--- src/rtl/serial_8bit_subtractor_pkg.sv ---
// Shared types for the bit-serial subtractor: FSM state encoding and counter width.
package sub_pkg;

    typedef enum logic [1:0] {
        IDLE = 2'd0,
        RUN  = 2'd1,
        DONE = 2'd2
    } state_t;

    localparam int DEF_WIDTH = 8;
    localparam int CNT_W     = $clog2(DEF_WIDTH);

endpackage

--- src/rtl/serial_8bit_subtractor_if.sv ---
// Operand/result handshake bundle for the bit-serial subtractor.
interface serial_8bit_subtractor_if #(
    parameter int WIDTH = 8
);
    logic             in_valid;
    logic             in_ready;
    logic [WIDTH-1:0] a;
    logic [WIDTH-1:0] b;
    logic             bin;
    logic             out_valid;
    logic             out_ready;
    logic [WIDTH-1:0] diff;
    logic             bout;
    logic             ovf;

    modport master (
        output in_valid, a, b, bin, out_ready,
        input  in_ready, out_valid, diff, bout, ovf
    );

    modport slave (
        input  in_valid, a, b, bin, out_ready,
        output in_ready, out_valid, diff, bout, ovf
    );
endinterface

--- src/rtl/serial_8bit_subtractor_fs.sv ---
// One-bit full subtractor cell, the borrow counterpart of the full_adder cell.
module full_subtractor (
    input  logic a,
    input  logic b,
    input  logic bin,
    output logic d,
    output logic bout
);

    assign d    = a ^ b ^ bin;
    assign bout = (~a & b) | (~a & bin) | (b & bin);

endmodule

--- src/rtl/serial_8bit_subtractor.sv ---
// Bit-serial a - b - bin, LSB first through one full-subtractor cell, with
// valid/ready handshakes on operands and result.
module serial_8bit_subtractor
    import sub_pkg::*;
#(
    parameter int WIDTH = 8
) (
    input  logic                     clk,
    input  logic                     rst,
    serial_8bit_subtractor_if.slave  bus
);

    localparam int CW = $clog2(WIDTH);
    localparam logic [CW-1:0] LAST_BIT = CW'(WIDTH - 1);

    state_t           state_r;
    state_t           state_s;
    logic [WIDTH-1:0] a_r;
    logic [WIDTH-1:0] b_r;
    logic [WIDTH-1:0] diff_r;
    logic             br_r;
    logic [CW-1:0]    cnt_r;
    logic [1:0]       msb_r;
    logic             bout_r;
    logic             ovf_r;
    logic             out_valid_r;
    logic             d_s;
    logic             bo_s;
    logic             accept_s;
    logic             last_s;

    full_subtractor u_fs (
        .a    (a_r[0]),
        .b    (b_r[0]),
        .bin  (br_r),
        .d    (d_s),
        .bout (bo_s)
    );

    assign accept_s = bus.in_valid && (state_r == IDLE);
    assign last_s   = (state_r == RUN) && (cnt_r == LAST_BIT);

    // Next-state decode.
    always_comb begin
        state_s = state_r;
        case (state_r)
            IDLE: begin
                if (accept_s) state_s = RUN;
                else          state_s = IDLE;
            end
            RUN: begin
                if (last_s) state_s = DONE;
                else        state_s = RUN;
            end
            DONE: begin
                if (bus.out_ready) state_s = IDLE;
                else               state_s = DONE;
            end
            default: state_s = IDLE;
        endcase
    end

    // State register.
    always_ff @(posedge clk) begin
        if (rst) state_r <= IDLE;
        else     state_r <= state_s;
    end

    // Operand shifting, borrow chain and result registers.
    always_ff @(posedge clk) begin
        if (rst) begin
            a_r         <= {WIDTH{1'b0}};
            b_r         <= {WIDTH{1'b0}};
            diff_r      <= {WIDTH{1'b0}};
            br_r        <= 1'b0;
            cnt_r       <= {CW{1'b0}};
            msb_r       <= 2'b00;
            bout_r      <= 1'b0;
            ovf_r       <= 1'b0;
            out_valid_r <= 1'b0;
        end else begin
            case (state_r)
                IDLE: begin
                    if (accept_s) begin
                        a_r   <= bus.a;
                        b_r   <= bus.b;
                        br_r  <= bus.bin;
                        cnt_r <= {CW{1'b0}};
                        // Operand sign bits are shifted out, so keep them for ovf.
                        msb_r <= {bus.a[WIDTH-1], bus.b[WIDTH-1]};
                    end
                end
                RUN: begin
                    diff_r <= {d_s, diff_r[WIDTH-1:1]};
                    a_r    <= {1'b0, a_r[WIDTH-1:1]};
                    b_r    <= {1'b0, b_r[WIDTH-1:1]};
                    br_r   <= bo_s;
                    cnt_r  <= cnt_r + {{(CW-1){1'b0}}, 1'b1};
                    if (last_s) begin
                        out_valid_r <= 1'b1;
                        bout_r      <= bo_s;
                        ovf_r       <= (msb_r[1] != msb_r[0]) && (d_s != msb_r[1]);
                    end
                end
                DONE: begin
                    if (bus.out_ready) out_valid_r <= 1'b0;
                end
                default: out_valid_r <= 1'b0;
            endcase
        end
    end

    assign bus.in_ready  = (state_r == IDLE);
    assign bus.out_valid = out_valid_r;
    assign bus.diff      = diff_r;
    assign bus.bout      = bout_r;
    assign bus.ovf       = ovf_r;

endmodule

--- src/flat_wrapper.sv ---
// flat-port wrapper written by rule: the top's interface ports become plain ports
module serial_8bit_subtractor_flat import sub_pkg::*;
#(
    parameter int WIDTH = 8
)
  (clk, rst, bus_in_valid, bus_a, bus_b, bus_bin, bus_out_ready, bus_in_ready, bus_out_valid, bus_diff, bus_bout, bus_ovf);
  serial_8bit_subtractor_if #(.WIDTH(WIDTH)) bus_i ();
  input  logic clk;
  input  logic rst;
  input wire logic [$bits(bus_i.in_valid)-1:0] bus_in_valid;
  input wire logic [$bits(bus_i.a)-1:0] bus_a;
  input wire logic [$bits(bus_i.b)-1:0] bus_b;
  input wire logic [$bits(bus_i.bin)-1:0] bus_bin;
  input wire logic [$bits(bus_i.out_ready)-1:0] bus_out_ready;
  output wire logic [$bits(bus_i.in_ready)-1:0] bus_in_ready;
  output wire logic [$bits(bus_i.out_valid)-1:0] bus_out_valid;
  output wire logic [$bits(bus_i.diff)-1:0] bus_diff;
  output wire logic [$bits(bus_i.bout)-1:0] bus_bout;
  output wire logic [$bits(bus_i.ovf)-1:0] bus_ovf;
  assign bus_i.in_valid = bus_in_valid;
  assign bus_i.a = bus_a;
  assign bus_i.b = bus_b;
  assign bus_i.bin = bus_bin;
  assign bus_i.out_ready = bus_out_ready;
  assign bus_in_ready = bus_i.in_ready;
  assign bus_out_valid = bus_i.out_valid;
  assign bus_diff = bus_i.diff;
  assign bus_bout = bus_i.bout;
  assign bus_ovf = bus_i.ovf;
  serial_8bit_subtractor #(.WIDTH(WIDTH)) u_core (.clk(clk), .rst(rst), .bus(bus_i));
endmodule
--- config.mk ---
export PLATFORM = sky130hd
export DESIGN_NAME = serial_8bit_subtractor_flat
export DESIGN_NICKNAME = d
export VERILOG_FILES = /design/src/rtl/serial_8bit_subtractor_pkg.sv /design/src/rtl/serial_8bit_subtractor_if.sv /design/src/rtl/serial_8bit_subtractor_fs.sv /design/src/rtl/serial_8bit_subtractor.sv /design/src/flat_wrapper.sv
export SDC_FILE = /design/constraint.sdc
export NUM_CORES = 1
export LEC_CHECK = 0
export BUFFER_PORTS_ARGS = -buffer_cell sky130_fd_sc_hd__buf_2
export CAP_MARGIN = 20
export CORE_MARGIN = 4
export CORE_UTILIZATION = 40
export DETAILED_ROUTE_END_ITERATION = 6
export SYNTH_ARGS = -nofsm -noshare
export SYNTH_HDL_FRONTEND = slang
export SYNTH_SLANG_ARGS = --single-unit
--- constraint.sdc ---
create_clock -name clk -period 3.45 [get_ports clk]
set_clock_uncertainty 0.05 [all_clocks]
set_input_delay 0.5175 -clock clk [delete_from_list [all_inputs] [get_ports clk]]
set_output_delay 0.5175 -clock clk [all_outputs]
set_load 0.05 [all_outputs]
==> impl_metrics.ini <==
[detailed_routing]
drcViolationCount = 0
antenna_left = 0
drt_wl_total_um = 3030
drt_iter0_markers = 61
dr_total_vias = 1154
routedWlPerCell_um = 13.0
drt-vias-per-instance = 4.95
firstDrtPassIters = 4

[sta]
min_period_ns = 1.90
finalSetupViolations = 0
slew_viol_final = 0
worst_slew_pin_slew_ns = 0.789
relSlewSlack = 0.474
rsz0062_at_grt = false
hold_viol = 0
fin_crit_sh = 0.550
holdWs_ns = 0.416
fmax_mhz = 527
fin_tns_setup_ns = 0

[floorplan]
die_h_um = 71.6
io_pins = 33
core_um2 = 3800
die_w_um = 71.6
dieArea_um2 = 5130
start_util = 0.426
num_rows = 22

[worst_setup_path]
cp.arrival_ns = 2.04
path_class = flip-flop to flip-flop
r2r_slack_ns = 1.55
crit_required_ns = 3.59
worstReg2RegEnd = u_core.a_r[0]
ff2ff_path_depth = 4
worstPathMaxFanout = 31
critPathBufInv = 1
cp_top_family = compound AO/OA/AOI/OAI gates
slowest_delay_ns = 0.56
slowest_stage = o21ba_4
crit_path_start_kind = flip-flop
cp_cell_sequence = buf_4, o21ba_4, nor2_1, a211oi_1
reg2reg_from = u_core.state_r[0]
timing.critical_path.to_type = flip-flop

[global_route]
grt_usage = 0.125
grt_pass1_wl_um = 5020
grt_max_degree = 36
grt_pass1_vias = 1104
overflow = 0
grt_antenna_before_repair = 0

[synthesis]
yosys_most_used_dff = dfxtp_1
synth_nets = 181
yosys_warnings = 0
synth_cells = 157
synth_enable_flop_cells = 0
ys_ff_latch = 35
ys_types = 25
async_flop_share = 0
syn_avg_cell_area_um2 = 10.3
synth-seq-area-share = 0.433
netlist_area_um2 = 1620

[cells_and_area]
num_antenna_cells = 0
drive_gt1_frac = 0.389
finalNetCount = 209
post-route-util = 0.484
ff_latch_area_um2 = 701
fillers = 369
area_delta_synth_final_pct = 13.5
multi_input_area_um2 = 815

[hold_path]
hold_start = u_core.bus.out_valid
worstHoldPathCells = 2
hold_path_class = flip-flop to flip-flop
holdPathEnd = u_core.bus.out_valid

[pwr]
ir_drop_mv = 0.213
leakage_nw = 0.741
powerDensity_nw_per_um2 = 472

[clocking]
cts_root_buf = clkbuf_8
post_cts_resized = 0
ctsHoldBuffers = 0
cts_sinks = 35
path_clk_slew_ns = 0.07
htreeDepth = 2
max-clock-path-buffers = 2
insertion_delay_ns = 0.28
cts_tree = built
cts-buffers-inserted = 5
post-cts-setup-buffers = 0

[placement]
gp_congestion = 0.691
hpwl_um = 2100
io_buffers = 32

[flow_run]
maxCapViolations = 0

[run_status]
status = complete, no violations
## state kept, by name, indices dropped and copies added, names as in the netlist
signal / cells
u_core.state_r: 2
u_core.bus.diff: 8
u_core.b_r: 8
u_core.cnt_r: 3
u_core.msb_r: 2
u_core.a_r: 8
u_core.br_r: 1
u_core.bus.bout: 1
u_core.bus.ovf: 1
u_core.bus.out_valid: 1
## report_power, final
part | total [mW] | switching [mW] | leakage [nW] | internal, mW
sequential | 0.445 | 0.0175 | 0.287 | 0.427
combinational | 0.127 | 0.0734 | 0.407 | 0.0539
clock | 0.295 | 0.138 | 0.0470 | 0.157
## kinds of logic (layout without fill, tap and decap cells)
| logic type | count (synthesis) | after routing | share of synthesized area |
|---|---|---|---|
| AND/OR/NAND/NOR | 50 | 50 | 0.161 |
| flip-flops | 35 | 35 | 0.433 |
| AO/OA/AOI/OAI | 37 | 37 | 0.203 |
| adder cells (fa/ha/maj) | 3 | 3 | 0.0278 |
| buffers and inverters | 14 | 42 | 0.0641 |
| multiplexers | 18 | 18 | 0.111 |
## worst register-to-register path: cells and delay by family (launching register included)
| kind | cells | cell delay (ns) |
|---|---|---|
| AOI/OAI and AO/OA | 2 | 0.77 |
| DFF | 1 | 0.55 |
| buffers and inverters | 1 | 0.35 |
| and+or+nand+nor | 1 | 0.09 |
## cells in the final DEF, fill, tap and decap left out, types with 2 or more instances in the layout
cell type and n:
dfxtp_1 35, nor2_2 14, a211oi_1 3, clkbuf_8 6, nand3b_1 2, a211oi_2 15
ha_1 2, nor2_1 12, nand2_1 17, inv_1 2, a22oi_1 4, mux2i_1 18
buf_2 32, a21oi_1 12
## worst max-delay path by stage
stage | start | end | slack (ns) | cells past startpoint
2_1_floorplan | u_core.state_r[0] | bus_in_ready | 1.64 | 3
3_3_place_gp | u_core.state_r[0] | u_core.a_r[0] | 1.63 | 4
3_5_place_dp | u_core.state_r[0] | u_core.a_r[0] | 1.57 | 4
4_1_cts | u_core.state_r[0] | u_core.a_r[0] | 1.55 | 4
5_1_grt | u_core.state_r[0] | u_core.a_r[0] | 1.34 | 4
6_report | u_core.state_r[0] | u_core.a_r[0] | 1.55 | 4
## per-layer routing
metal	global-route usage	wire length (um)	part of all wire
met4	0.0501	30	0.0099
met1	0.163	1460	0.48
met2	0.188	1380	0.45
met5	0	0	0
met3	0.0463	167	0.055
## final cells by class
cell class                 count  share of cell area
sequential                    35               0.381
inverter                       2             0.00408
multi-input combinational    108               0.443
clock buffer                   6              0.0449
clock inverter                 1             0.00272
tap                           48              0.0327
timing repair buffer          33              0.0912
## cells in the mapped netlist, drive strengths merged (2+ instances only)
master | instances | area, um2
buf | 12 | 96.3
inv | 2 | 7.51
a22oi | 4 | 30.0
ha | 2 | 25.0
a211oi | 18 | 210
nand2 | 17 | 63.8
nor2 | 26 | 133
a21oi | 12 | 60.1
nand3b | 2 | 15.0
dfxtp | 35 | 701
mux2i | 18 | 180
## per-stage QoR
| step | power [mW] | cells | setup WS (ns) | instance area (um2) |
|---|---|---|---|---|
| final | 0.867 | 233 | 1.55 | 1840 |
| after global routing | 0.907 | 233 | 1.34 | 1840 |
| after CTS | 0.874 | 233 | 1.55 | 1840 |
| after detailed placement | 0.582 | 226 | 1.57 | 1750 |
| after global placement | 0.578 | 226 | 1.63 | 1750 |
| after floorplan | 0.559 | 157 | 1.64 | 1620 |
No activity file was read; power rests on OpenSTA's default activity.
